## config.mk

```make
export PLATFORM = sky130hd
export DESIGN_NAME = cppf_tx_scheduler
export DESIGN_NICKNAME = d
export VERILOG_FILES = /design/src/rtl/cppf_tx_pkg.sv /design/src/rtl/cppf_bx_counter.sv /design/src/rtl/cppf_tx_scheduler.sv
export SDC_FILE = /design/constraint.sdc
export NUM_CORES = 1
export LEC_CHECK = 0
export ABC_AREA = 1
export BUFFER_PORTS_ARGS = -buffer_cell sky130_fd_sc_hd__buf_2
export CAP_MARGIN = 20
export CORE_ASPECT_RATIO = 1.4
export CORE_MARGIN = 1
export CORE_UTILIZATION = 57
export DETAILED_ROUTE_END_ITERATION = 10
export MAX_ROUTING_LAYER = met4
export PLACE_DENSITY = 0.8
export SYNTH_ARGS = -nofsm -noshare
export SYNTH_HDL_FRONTEND = slang
export SYNTH_HIERARCHICAL = 1
export SYNTH_SLANG_ARGS = --single-unit
```

## constraint.sdc

```tcl
create_clock -name clk_250 -period 2.9 [get_ports clk_250]
set_clock_uncertainty 0.15 [all_clocks]
set_input_delay 0.435 -clock clk_250 [delete_from_list [all_inputs] [get_ports clk_250]]
set_output_delay 0.435 -clock clk_250 [all_outputs]
set_load 0.01 [all_outputs]
```

## src/rtl/cppf_tx_pkg.sv

```systemverilog
// rtl/cppf_tx_pkg.sv - shared types and constants for the CPPF transmit slot scheduler
package cppf_tx_pkg;

  localparam int WORDS_PER_BX  = 6;
  localparam int BX_PER_ORBIT  = 3564;
  localparam int BX_TRAILER    = 3555;
  localparam int BX_RESERVED_F = 3556;
  localparam int BX_RESERVED_L = 3559;
  localparam int MAX_GAP       = 1;
  localparam int BXN_W         = 12;

  localparam logic [2:0] WORD_SEL_PAD = 3'd7;
  localparam logic [2:0] WORD_LAST    = 3'(WORDS_PER_BX - 1);

  typedef enum logic [1:0] {
    SLOT_PAD     = 2'd0,
    SLOT_PAYLOAD = 2'd1,
    SLOT_TRAILER = 2'd2,
    SLOT_COMMA   = 2'd3
  } slot_t;

  typedef enum logic [1:0] {
    ST_SYNC_WAIT = 2'd0,
    ST_SEND      = 2'd1,
    ST_GAP       = 2'd2
  } state_t;

  // Slot class of a BX, before the payload handshake can demote it to PAD
  function automatic slot_t classify_slot(input logic [BXN_W-1:0] bxn);
    if (bxn == BXN_W'(BX_TRAILER)) begin
      return SLOT_TRAILER;
    end
    if (bxn >= BXN_W'(BX_RESERVED_F) && bxn <= BXN_W'(BX_RESERVED_L)) begin
      return SLOT_COMMA;
    end
    return SLOT_PAYLOAD;
  endfunction

endpackage

```

## src/rtl/cppf_bx_counter.sv

```systemverilog
// rtl/cppf_bx_counter.sv - LHC bunch-crossing counter with orbit wrap and bc0 alignment check
module cppf_bx_counter
  import cppf_tx_pkg::*;
(
  input  logic             clk,
  input  logic             rst_n,
  input  logic             advance,
  input  logic             bc0,
  input  logic             check_en,
  output logic [BXN_W-1:0] bxn,
  output logic [BXN_W-1:0] bxn_next,
  output logic             mismatch
);

  logic [BXN_W-1:0] bxn_q;
  logic [BXN_W-1:0] bxn_d;
  logic [BXN_W-1:0] bxn_inc;

  // Next bxn: bc0 always forces zero; a mismatch means the free-running count disagreed
  always_comb begin
    bxn_inc  = (bxn_q == BXN_W'(BX_PER_ORBIT - 1)) ? '0 : bxn_q + 1'b1;
    bxn_d    = bxn_q;
    mismatch = 1'b0;
    if (advance) begin
      if (bc0) begin
        bxn_d    = '0;
        mismatch = check_en && (bxn_inc != '0);
      end else begin
        bxn_d = bxn_inc;
      end
    end
  end

  // bxn register
  always_ff @(posedge clk or negedge rst_n) begin
    if (!rst_n) begin
      bxn_q <= '0;
    end else begin
      bxn_q <= bxn_d;
    end
  end

  assign bxn      = bxn_q;
  assign bxn_next = bxn_d;

endmodule

```

## src/rtl/cppf_tx_scheduler.sv

```systemverilog
// rtl/cppf_tx_scheduler.sv - per-BX word sequencer, payload handshake and link error tracking
module cppf_tx_scheduler
  import cppf_tx_pkg::*;
#(
  parameter int ERR_CNT_W = 16
) (
  input  logic                 clk_250,
  input  logic                 rst_n,
  input  logic                 bx_strobe,
  input  logic                 bc0,
  input  logic                 payload_valid,
  output logic                 payload_ready,
  output logic                 word_valid,
  output logic [2:0]           word_sel,
  output logic [1:0]           slot_type,
  output logic                 crc_clear,
  output logic                 crc_insert,
  output logic [11:0]          bxn,
  output logic [2:0]           link_err,
  output logic [ERR_CNT_W-1:0] underflow_cnt,
  input  logic                 err_clear
);

  state_t                 state_q, state_d;
  logic [2:0]             word_idx_q, word_idx_d;
  logic [1:0]             gap_cnt_q, gap_cnt_d;
  slot_t                  slot_q, slot_d;
  logic                   payload_ready_q, payload_ready_d;
  logic                   crc_clear_q, crc_clear_d;
  logic                   crc_insert_q, crc_insert_d;
  logic [2:0]             link_err_q, link_err_d;
  logic [ERR_CNT_W-1:0]   ucnt_q, ucnt_d;

  logic                   accept;
  logic                   set_overrun;
  logic                   set_gap;
  logic                   set_underflow;
  logic                   bc0_mismatch;
  logic [BXN_W-1:0]       bxn_cur;
  logic [BXN_W-1:0]       bxn_next;

  // Until aligned, only a bc0 strobe may start the sequence
  assign accept = bx_strobe && ((state_q != ST_SYNC_WAIT) || bc0);

  cppf_bx_counter u_bx_counter (
    .clk      (clk_250),
    .rst_n    (rst_n),
    .advance  (accept),
    .bc0      (bc0),
    .check_en (state_q != ST_SYNC_WAIT),
    .bxn      (bxn_cur),
    .bxn_next (bxn_next),
    .mismatch (bc0_mismatch)
  );

  // Sequencer: next state, word index, slot class and per-word strobes
  always_comb begin
    state_d         = state_q;
    word_idx_d      = word_idx_q;
    gap_cnt_d       = gap_cnt_q;
    slot_d          = slot_q;
    payload_ready_d = 1'b0;
    crc_clear_d     = 1'b0;
    crc_insert_d    = 1'b0;
    set_overrun     = 1'b0;
    set_gap         = 1'b0;
    set_underflow   = 1'b0;

    if (accept) begin
      state_d     = ST_SEND;
      word_idx_d  = '0;
      gap_cnt_d   = '0;
      crc_clear_d = (bxn_next == '0);
      slot_d      = classify_slot(bxn_next);
      if (slot_d == SLOT_PAYLOAD) begin
        if (payload_valid) begin
          payload_ready_d = 1'b1;
        end else begin
          slot_d        = SLOT_PAD;
          set_underflow = 1'b1;
        end
      end
      set_overrun = (state_q == ST_SEND) && (word_idx_q != WORD_LAST);
    end else begin
      unique case (state_q)
        ST_SEND: begin
          if (word_idx_q == WORD_LAST) begin
            state_d   = ST_GAP;
            gap_cnt_d = 2'd1;
          end else begin
            word_idx_d   = word_idx_q + 3'd1;
            crc_insert_d = (word_idx_q == 3'd0) && (slot_q == SLOT_TRAILER);
          end
        end
        ST_GAP: begin
          set_gap   = (gap_cnt_q >= 2'(MAX_GAP));
          gap_cnt_d = (gap_cnt_q == 2'd3) ? gap_cnt_q : gap_cnt_q + 2'd1;
        end
        default: begin
          state_d = ST_SYNC_WAIT;
        end
      endcase
    end
  end

  // Sticky errors and saturating underflow count; a new event beats err_clear
  always_comb begin
    link_err_d = err_clear ? 3'b000 : link_err_q;
    link_err_d = link_err_d | {bc0_mismatch, set_gap, set_overrun};
    ucnt_d     = err_clear ? '0 : ucnt_q;
    if (set_underflow) begin
      ucnt_d = (ucnt_q == {ERR_CNT_W{1'b1}}) ? ucnt_q : ucnt_q + 1'b1;
    end
  end

  // State and output registers
  always_ff @(posedge clk_250 or negedge rst_n) begin
    if (!rst_n) begin
      state_q         <= ST_SYNC_WAIT;
      word_idx_q      <= '0;
      gap_cnt_q       <= '0;
      slot_q          <= SLOT_PAD;
      payload_ready_q <= 1'b0;
      crc_clear_q     <= 1'b0;
      crc_insert_q    <= 1'b0;
      link_err_q      <= '0;
      ucnt_q          <= '0;
    end else begin
      state_q         <= state_d;
      word_idx_q      <= word_idx_d;
      gap_cnt_q       <= gap_cnt_d;
      slot_q          <= slot_d;
      payload_ready_q <= payload_ready_d;
      crc_clear_q     <= crc_clear_d;
      crc_insert_q    <= crc_insert_d;
      link_err_q      <= link_err_d;
      ucnt_q          <= ucnt_d;
    end
  end

  assign word_valid    = (state_q == ST_SEND);
  assign word_sel      = (state_q == ST_SEND) ? word_idx_q : WORD_SEL_PAD;
  assign slot_type     = (state_q == ST_SEND) ? slot_q : SLOT_PAD;
  assign payload_ready = payload_ready_q;
  assign crc_clear     = crc_clear_q;
  assign crc_insert    = crc_insert_q;
  assign bxn           = bxn_cur;
  assign link_err      = link_err_q;
  assign underflow_cnt = ucnt_q;

endmodule

```

Word level (Yosys, flattened, before mapping)
Index checks and enable logic that the tools add are counted.
{"block": "totals", "elab_cells": 96, "output_inout_bits": 40, "reg_bits": 43, "inputBits": 6}
{"block": "op_classes", "addsub": 4, "n_bitwise": 1, "n_reduce_logical": 17, "n_lt_le_gt_ge": 3, "mux": 46, "n_eq_ne": 15}
{"cell": "2-to-1 mux 16 bit", "count": 3}
{"cell": "2-to-1 mux 12 bit", "count": 3}
{"cell": "2-to-1 mux 2 bit", "count": 13}
{"cell": "equality test 12 bit (second input constant)", "count": 2}
{"cell": "2-to-1 mux 1 bit", "count": 20}
{"cell": "adder 16 x 1 -> 16 bit (second input constant)", "count": 1}
{"cell": "equality test 16 bit (second input constant)", "count": 1}
{"cell": "2-to-1 mux 3 bit", "count": 5}
{"cell": "adder 12 x 1 -> 12 bit (second input constant)", "count": 1}
{"cell": "greater-or-equal comparator 12 bit (second input constant)", "count": 1}
{"cell": "<= comparator 12 bit (second input constant)", "count": 1}
{"cell": "logical NOT 12 bit", "count": 1}
{"cell": "nonzero test 12 bit", "count": 1}
{"cell": "case mux 2 bit (2 select lines)", "count": 2}
{"cell": "equality test 2 bit (second input constant)", "count": 3}
{"cell": "inequality test 2 bit (second input constant)", "count": 3}
{"cell": "inequality test 3 bit (second input constant)", "count": 2}
{"cell": "AND reduction 2 bit", "count": 3}
{"cell": "nonzero test 2 bit", "count": 3}
{"cell": "logical AND 1 bit", "count": 5}
{"cell": "equality test 2 x 1 -> 1 bit (second input constant)", "count": 2}
{"cell": "adder 3 x 1 -> 3 bit (second input constant)", "count": 1}
{"cell": "equality test 3 bit (second input constant)", "count": 1}
{"cell": "logical NOT 3 bit", "count": 1}
{"cell": "7 further kinds", "count": 7}

Longest topological paths before layout
{"block": "logic_depth", "depth_word": 17, "depth_mapped": 16}

Modules after synthesis
Netlist, hierarchy kept.
{"mod": "cppf_tx_scheduler", "n_inst": 1, "seq_area_each_um2": 775.7, "cells_per_inst": 269, "area_per_inst_um2": 1940.6}
{"mod": "cppf_bx_counter", "n_inst": 1, "seq_area_each_um2": 300.3, "cells_per_inst": 128, "area_per_inst_um2": 910.9}

Worst setup path before layout
No wires, ideal clock.
{"block": "synth_timing", "path_kind": "input-to-reg", "startpoint": "input bc0", "endpoint": "register ucnt_q[7] (netlist: underflow_cnt[7])", "cell_stages": 15, "setup_time_ns": 0.117, "slack_ns": 0.285, "n_path_buf": 2, "arrival_time_ns": 2.348, "path_cell_list": "nand3b_1 -> nand2_2 -> inv_1 -> nand2_1 -> clkbuf_1 -> o22ai_1 -> inv_1 -> nand2_1 -> nor2_1 -> nand3_1 -> nand2_4 -> nand2_4 -> buf_6 -> nand3_1 -> nand2_1"}
{"block": "synth_between", "elab_chain_len": 16, "word_cells_on_any_way": 24, "cone_classes": "2 x order compare; 3 x eq/ne; 14 x mux; 5 x reduce/logical"}
{"element": "start: declaration", "line_no": "cppf_tx_scheduler.sv:10", "rtl": "input logic bc0,"}
{"element": "logical OR 1 bit *", "line_no": "cppf_tx_scheduler.sv:43", "rtl": "assign accept = bx_strobe && ((state_q != ST_SYNC_WAIT) || bc0);"}
{"element": "logical AND 1 bit *", "line_no": "cppf_tx_scheduler.sv:43"}
{"element": "named net accept", "line_no": "cppf_tx_scheduler.sv:34", "rtl": "logic accept;"}
{"element": "2-to-1 mux 12 bit *", "line_no": "cppf_bx_counter.sv:24", "rtl": "if (advance) begin"}
{"element": "named net bxn_next[4]", "line_no": "cppf_tx_scheduler.sv:40", "rtl": "logic [BXN_W-1:0] bxn_next;"}
{"element": "greater-or-equal comparator 12 bit / <= comparator 12 bit (equally long branches)", "line_no": "cppf_tx_pkg.sv:33", "rtl": "if (bxn >= BXN_W'(BX_RESERVED_F) && bxn <= BXN_W'(BX_RESERVED_L)) begin"}
{"element": "logical AND 1 bit", "line_no": "cppf_tx_pkg.sv:33"}
{"element": "2-to-1 mux 1 bit (2 in series)", "line_no": "cppf_tx_pkg.sv:33"}
{"element": "2-to-1 mux 1 bit", "line_no": "cppf_tx_scheduler.sv:69", "rtl": "if (accept) begin"}
{"element": "2-to-1 mux 2 bit", "line_no": "cppf_tx_pkg.sv:36", "rtl": "return SLOT_PAYLOAD;"}
{"element": "2-to-1 mux 2 bit *", "line_no": "cppf_tx_pkg.sv:33"}
{"element": "2-to-1 mux 2 bit *", "line_no": "cppf_tx_scheduler.sv:69"}
{"element": "equality test 2 x 1 -> 1 bit *", "line_no": "cppf_tx_scheduler.sv:75", "rtl": "if (slot_d == SLOT_PAYLOAD) begin"}
{"element": "2-to-1 mux 1 bit *", "line_no": "cppf_tx_scheduler.sv:75"}
{"element": "2-to-1 mux 1 bit *", "line_no": "cppf_tx_scheduler.sv:69"}
{"element": "inequality test 2 bit (no line) / nonzero test 2 bit (equally long branches)"}
{"element": "AND reduction 2 bit (no line)"}
{"element": "end signal: assignment", "line_no": "cppf_tx_scheduler.sv:137", "rtl": "ucnt_q <= ucnt_d;"}
{"element": "end: declaration", "line_no": "cppf_tx_scheduler.sv:32", "rtl": "logic [ERR_CNT_W-1:0] ucnt_q, ucnt_d;"}
The timed path passes the listed nets; every way through them passes the cells marked *. The select of a mux whose other input is x is not followed.
A chain may end at the register's enable or synchronous reset.

Final worst setup path
{"block": "layout_timing", "startpoint": "register u_bx_counter.bxn_q[1] (netlist: u_bx_counter/bxn[1])", "endpoint": "register ucnt_q[3] (netlist: underflow_cnt[3])"}
{"block": "layout_between", "elab_chain_len": 17, "word_cells_on_any_way": 25, "cone_classes": "1 x add/sub; 2 x order compare; 4 x eq/ne; 15 x mux; 3 x reduce/logical"}
{"element": "start: declaration", "line_no": "cppf_bx_counter.sv:15", "rtl": "logic [BXN_W-1:0] bxn_q;"}
{"element": "start signal: assignment", "line_no": "cppf_bx_counter.sv:39", "rtl": "bxn_q <= bxn_d;"}
{"element": "adder 12 x 1 -> 12 bit / equality test 12 bit (equally long branches)", "line_no": "cppf_bx_counter.sv:21", "rtl": "bxn_inc = (bxn_q == BXN_W'(BX_PER_ORBIT - 1)) ? '0 : bxn_q + 1'b1;"}
{"element": "2-to-1 mux 12 bit *", "line_no": "cppf_bx_counter.sv:21"}
{"element": "2-to-1 mux 12 bit *", "line_no": "cppf_bx_counter.sv:25", "rtl": "if (bc0) begin"}
{"element": "2-to-1 mux 12 bit *", "line_no": "cppf_bx_counter.sv:24"}
{"element": "named net bxn_next[8]", "line_no": "cppf_tx_scheduler.sv:40"}
{"element": "greater-or-equal comparator 12 bit / <= comparator 12 bit (equally long branches)", "line_no": "cppf_tx_pkg.sv:33"}
{"element": "logical AND 1 bit", "line_no": "cppf_tx_pkg.sv:33"}
{"element": "2-to-1 mux 1 bit (2 in series)", "line_no": "cppf_tx_pkg.sv:33"}
{"element": "2-to-1 mux 1 bit", "line_no": "cppf_tx_scheduler.sv:69"}
{"element": "2-to-1 mux 2 bit", "line_no": "cppf_tx_pkg.sv:36"}
{"element": "2-to-1 mux 2 bit *", "line_no": "cppf_tx_pkg.sv:33"}
{"element": "2-to-1 mux 2 bit *", "line_no": "cppf_tx_scheduler.sv:69"}
{"element": "equality test 2 x 1 -> 1 bit *", "line_no": "cppf_tx_scheduler.sv:75"}
{"element": "2-to-1 mux 1 bit *", "line_no": "cppf_tx_scheduler.sv:75"}
{"element": "2-to-1 mux 1 bit *", "line_no": "cppf_tx_scheduler.sv:69"}
{"element": "inequality test 2 bit (no line) / nonzero test 2 bit (equally long branches)"}
{"element": "AND reduction 2 bit (no line)"}
Marks and branches as above.

==> metrics.log <==
INFO  metric synth_adder_area_share = 0.0307
INFO  metric first_global_vias = 2593
INFO  metric synth_seq_area_share = 0.377
INFO  metric detailed_place.area = 3160 um^2
INFO  metric internal-power = 988 uW
INFO  metric clkLatencyLatePin = 0.30 ns
INFO  metric run_status = finished clean
INFO  metric gpl.final_weighted_congestion = 0.861
INFO  metric cts_root_buf = sky130_fd_sc_hd__clkbuf_8
INFO  metric finish.net_count = 462
INFO  metric end_kind = flip-flop
INFO  metric cts_sinks = 43
INFO  metric clock_tree_from_tritoncts = done
INFO  metric post_synthesis_xor_xnor_area_fraction = 0.0211
INFO  metric yosys-top-cells-area = sky130_fd_sc_hd__dfrtp_1 (38%), sky130_fd_sc_hd__nand2_1 (15%), sky130_fd_sc_hd__nand3_1 (9.0%)
INFO  metric postSynthNetCount = 410
INFO  metric transition_time_of_the_tightest_slew_check_pin = 0.923 ns
INFO  metric start_kind = flip-flop
INFO  metric postSynthRegisterBits = 43
INFO  metric antenna_found_initial = 0
INFO  metric htree_num_levels = 2
INFO  metric netlist_instances = between 300 and 400
INFO  metric cp_max_fo = 17
INFO  metric dieHeight = 85.7 um
INFO  metric worstHoldPathType = input pin to async pin
INFO  metric dieWidth = 61.8 um
INFO  metric leakage = around 0.0017 uW
INFO  metric power.sequential.fraction = 0.475
INFO  metric post_synth_num_cell_types = 37
INFO  metric max-vdd-ir-drop = 329 uV
INFO  metric timing.critical_path.arrival = between 2 and 3 ns
INFO  metric finalSetupViolations = 0
INFO  metric timing.setup.critical_path_class = flip-flop to flip-flop
INFO  metric ys_async_sr_fraction = 1.00
INFO  metric power.density = 428 nW/um^2
INFO  metric drt_pass1_iterations = 4
INFO  metric yosysMostFrequentCell = sky130_fd_sc_hd__nand2_1
INFO  metric final_max_slew_viol_count = 0
INFO  metric dominant_combinational_cell_family_by_area_after_synthesis = simple AND/OR/NAND/NOR gates
INFO  metric power.share.combinational = 0.187
INFO  metric track_usage = 0.289
INFO  metric critical_path.max_stage_delay = 0.42 ns
INFO  metric cpMaxStageDelayCell = sky130_fd_sc_hd__dfrtp_1
INFO  metric start_util = 0.589
INFO  metric syn_area_per_cell = 7.18 um^2
INFO  metric clockBufferDepth = 2
INFO  metric netlist.area_leader.share = 0.377
INFO  metric area_growth = 15.3%
INFO  metric drt_wl_total = about 7.0 mm
INFO  metric share_clk_of_total_power = 0.338
INFO  metric relSlewSlack = 0.384
INFO  metric num_vias = 2794
INFO  metric synthSimpleGateAreaFrac = 0.418
INFO  metric setup-tns-final = 0 ns
INFO  metric vias_per_cell = between 5 and 6
INFO  metric floorplan.core_area = 4840 um^2
INFO  metric synth_area_leader_cell = sky130_fd_sc_hd__dfrtp_1
INFO  metric cap_viol_max_count = 0
INFO  metric numCtsBuffers = 5
INFO  metric row_count = 30
INFO  metric final_layout_size_suffix_gt1_frac = 0.211
INFO  metric gr-total-overflow = 0
INFO  metric cp_cell_sequence = ha_1, nand2_2, nor2_4, nand2_1, nand2_1, nand3_1, o22ai_1, nand3_1, nor2_1, nand3_2, nand2_4, nand2_4, nand2_1, nand2_1, nand2_1
INFO  metric netSwitchingFraction = 0.297
INFO  metric yosysWarnings = 6
INFO  metric cp.required = 2.98 ns
INFO  metric synth.cells.most_frequent = sky130_fd_sc_hd__nand2_1 (113), sky130_fd_sc_hd__inv_1 (51), sky130_fd_sc_hd__nand3_1 (51)
INFO  metric grt_pass1_wl = 11.1 mm
INFO  metric finalPower = ~1400 uW
INFO  metric number_of_synthesized_flops_with_an_enable_pin = 0
INFO  metric boundaryPins = 46
INFO  metric dpl.hpwl = 5.21 mm
INFO  metric layout.cell_area.non_filler = 3290 um^2
INFO  metric remaining_drc_errors = 0
INFO  metric diodes_inserted = 0
INFO  metric detail_route.wl_per_cell = 13.6 um
INFO  metric fin_crit = 2.68 ns
INFO  metric detailedRoute.firstIterationViolations = 150
INFO  metric finalHoldViolations = 0
INFO  metric timing.final.crit_share = 0.924
INFO  metric synth-compound-area-share = 0.0671
INFO  metric power.net_switching = between 400 and 500 uW
INFO  metric pin_count_of_the_biggest_net_entering_global_routing = 44
INFO  metric yosys-mux-area-fraction = 0
INFO  metric dominantRegCellSynth = sky130_fd_sc_hd__dfrtp_1
INFO  metric maxClockFrequency = 373 MHz
INFO  metric postRouteAntennaNets = 0
INFO  metric design.die.area = 5290 um^2
INFO  metric io_buffers = 45
INFO  metric crit_top_cell = sky130_fd_sc_hd__nand2_1
INFO  metric post_synth_instance_area = about 2900 um^2
INFO  metric register_clock_pin_slew_on_the_reported_worst_setup_and_hold_paths = 0.09 ns
cells in the final DEF, fill, tap and decap left out, drive strengths merged:
master   instances
a31o             1
and2             1
buf             50
bufinv           1
clkbuf           5
clkinv           2
dfrtp           43
ha               7
inv             55
nand2          122
nand3           54
nand3b           1
nand4           10
nor2            53
nor3             4
nor4             1
o2111ai          1
o21ai            8
o21bai           3
o22ai           14
o31ai            2
o32ai            1
or2              5
xnor2            2
xor2             4
power by group through the flow:
| stage | combinational [uW] | sequential (uW) | clock, uW |
|---|---|---|---|
| detailed placement | 264 | 679 | 0 |
| CTS | 264 | 667 | 479 |
| finish | 263 | 667 | 475 |
| floorplan | 164 | 684 | 0 |
| global route | 303 | 672 | 507 |
| global placement | 260 | 677 | 0 |
cells by family (layout without fill, tap and decap cells):
kind of cell / after synthesis / after routing
fa+ha+maj: 7 / 7
flops: 43 / 43
xor+xnor: 6 / 6
simple gates: 251 / 251
buf+inv: 60 / 113
compound gates: 30 / 30
stage by stage:
stage | worst slack, ns | utilization | hold slack [ns] | cells
final | 0.219 | 0.679 | 0.121 | 514
after global routing | -0.00427 | 0.679 | 0.196 | 514
after CTS | 0.110 | 0.675 | 0.158 | 514
after detailed placement | 0.136 | 0.652 | 0.339 | 506
after global placement | 0.217 | 0.652 | 0.342 | 506
after floorplan | 0.285 | - | -0.0106 | 397
registers in the layout, summed over array words and instances (netlist names):
register / flops
crc_clear: 1
crc_insert: 1
gap_cnt_q: 2
link_err: 3
payload_ready: 1
slot_q: 2
state_q: 2
u_bx_counter/bxn: 12
underflow_cnt: 16
word_idx_q: 3
timing repair:
item	CTS	global route
gates resized for setup	0	3
setup buffers	0	0
hold buffers	0	0
setup endpoints to repair	0	7
critical path: cells and delay by family (launching register included):
family	cells	cell delay, ns
AO/OA/AOI/OAI	1	0.28
adder cells (fa/ha/maj)	1	0.23
flip-flops	1	0.42
AND/OR/NAND/NOR	13	1.51
path summary, 6_finish.rpt:
kind	to	slack [ns]	depth (start not counted)	startpoint
max	underflow_cnt[3]$_DFFE_PN0P_	0.22	15	u_bx_counter/bxn[1]$_DFF_PN0_
min	underflow_cnt[6]$_DFFE_PN0P_	0.12	1	rst_n
max reg2reg	underflow_cnt[3]$_DFFE_PN0P_	0.22	15	u_bx_counter/bxn[1]$_DFF_PN0_
min reg2reg	slot_q[0]$_DFFE_PN0N_	0.37	2	slot_q[0]$_DFFE_PN0N_
max in group asynchronous	underflow_cnt[3]$_DFFE_PN0P_	1.90	1	rst_n
min in group clk_250	link_err[1]$_DFF_PN0_	0.26	2	err_clear
layout make-up:
class | count | area (um^2)
Tap cell | 64 | 80.1
Clock inverter | 3 | 43.8
Fill cell | 408 | 1560
Clock buffer | 5 | 68.8
Multi-Input combinational cell | 294 | 1550
Sequential cell | 43 | 1080
Timing Repair Buffer | 50 | 263
Inverter | 55 | 206
layer usage:
metal	track usage	wire, um	up-vias
met3	0.0498	271	21
met1	0.322	2810	1301
met5	-	0	-
met4	0.119	190	0
li1	-	-	1380
met2	0.495	3700	92
Note: power is estimated with default switching activity, not from simulation.
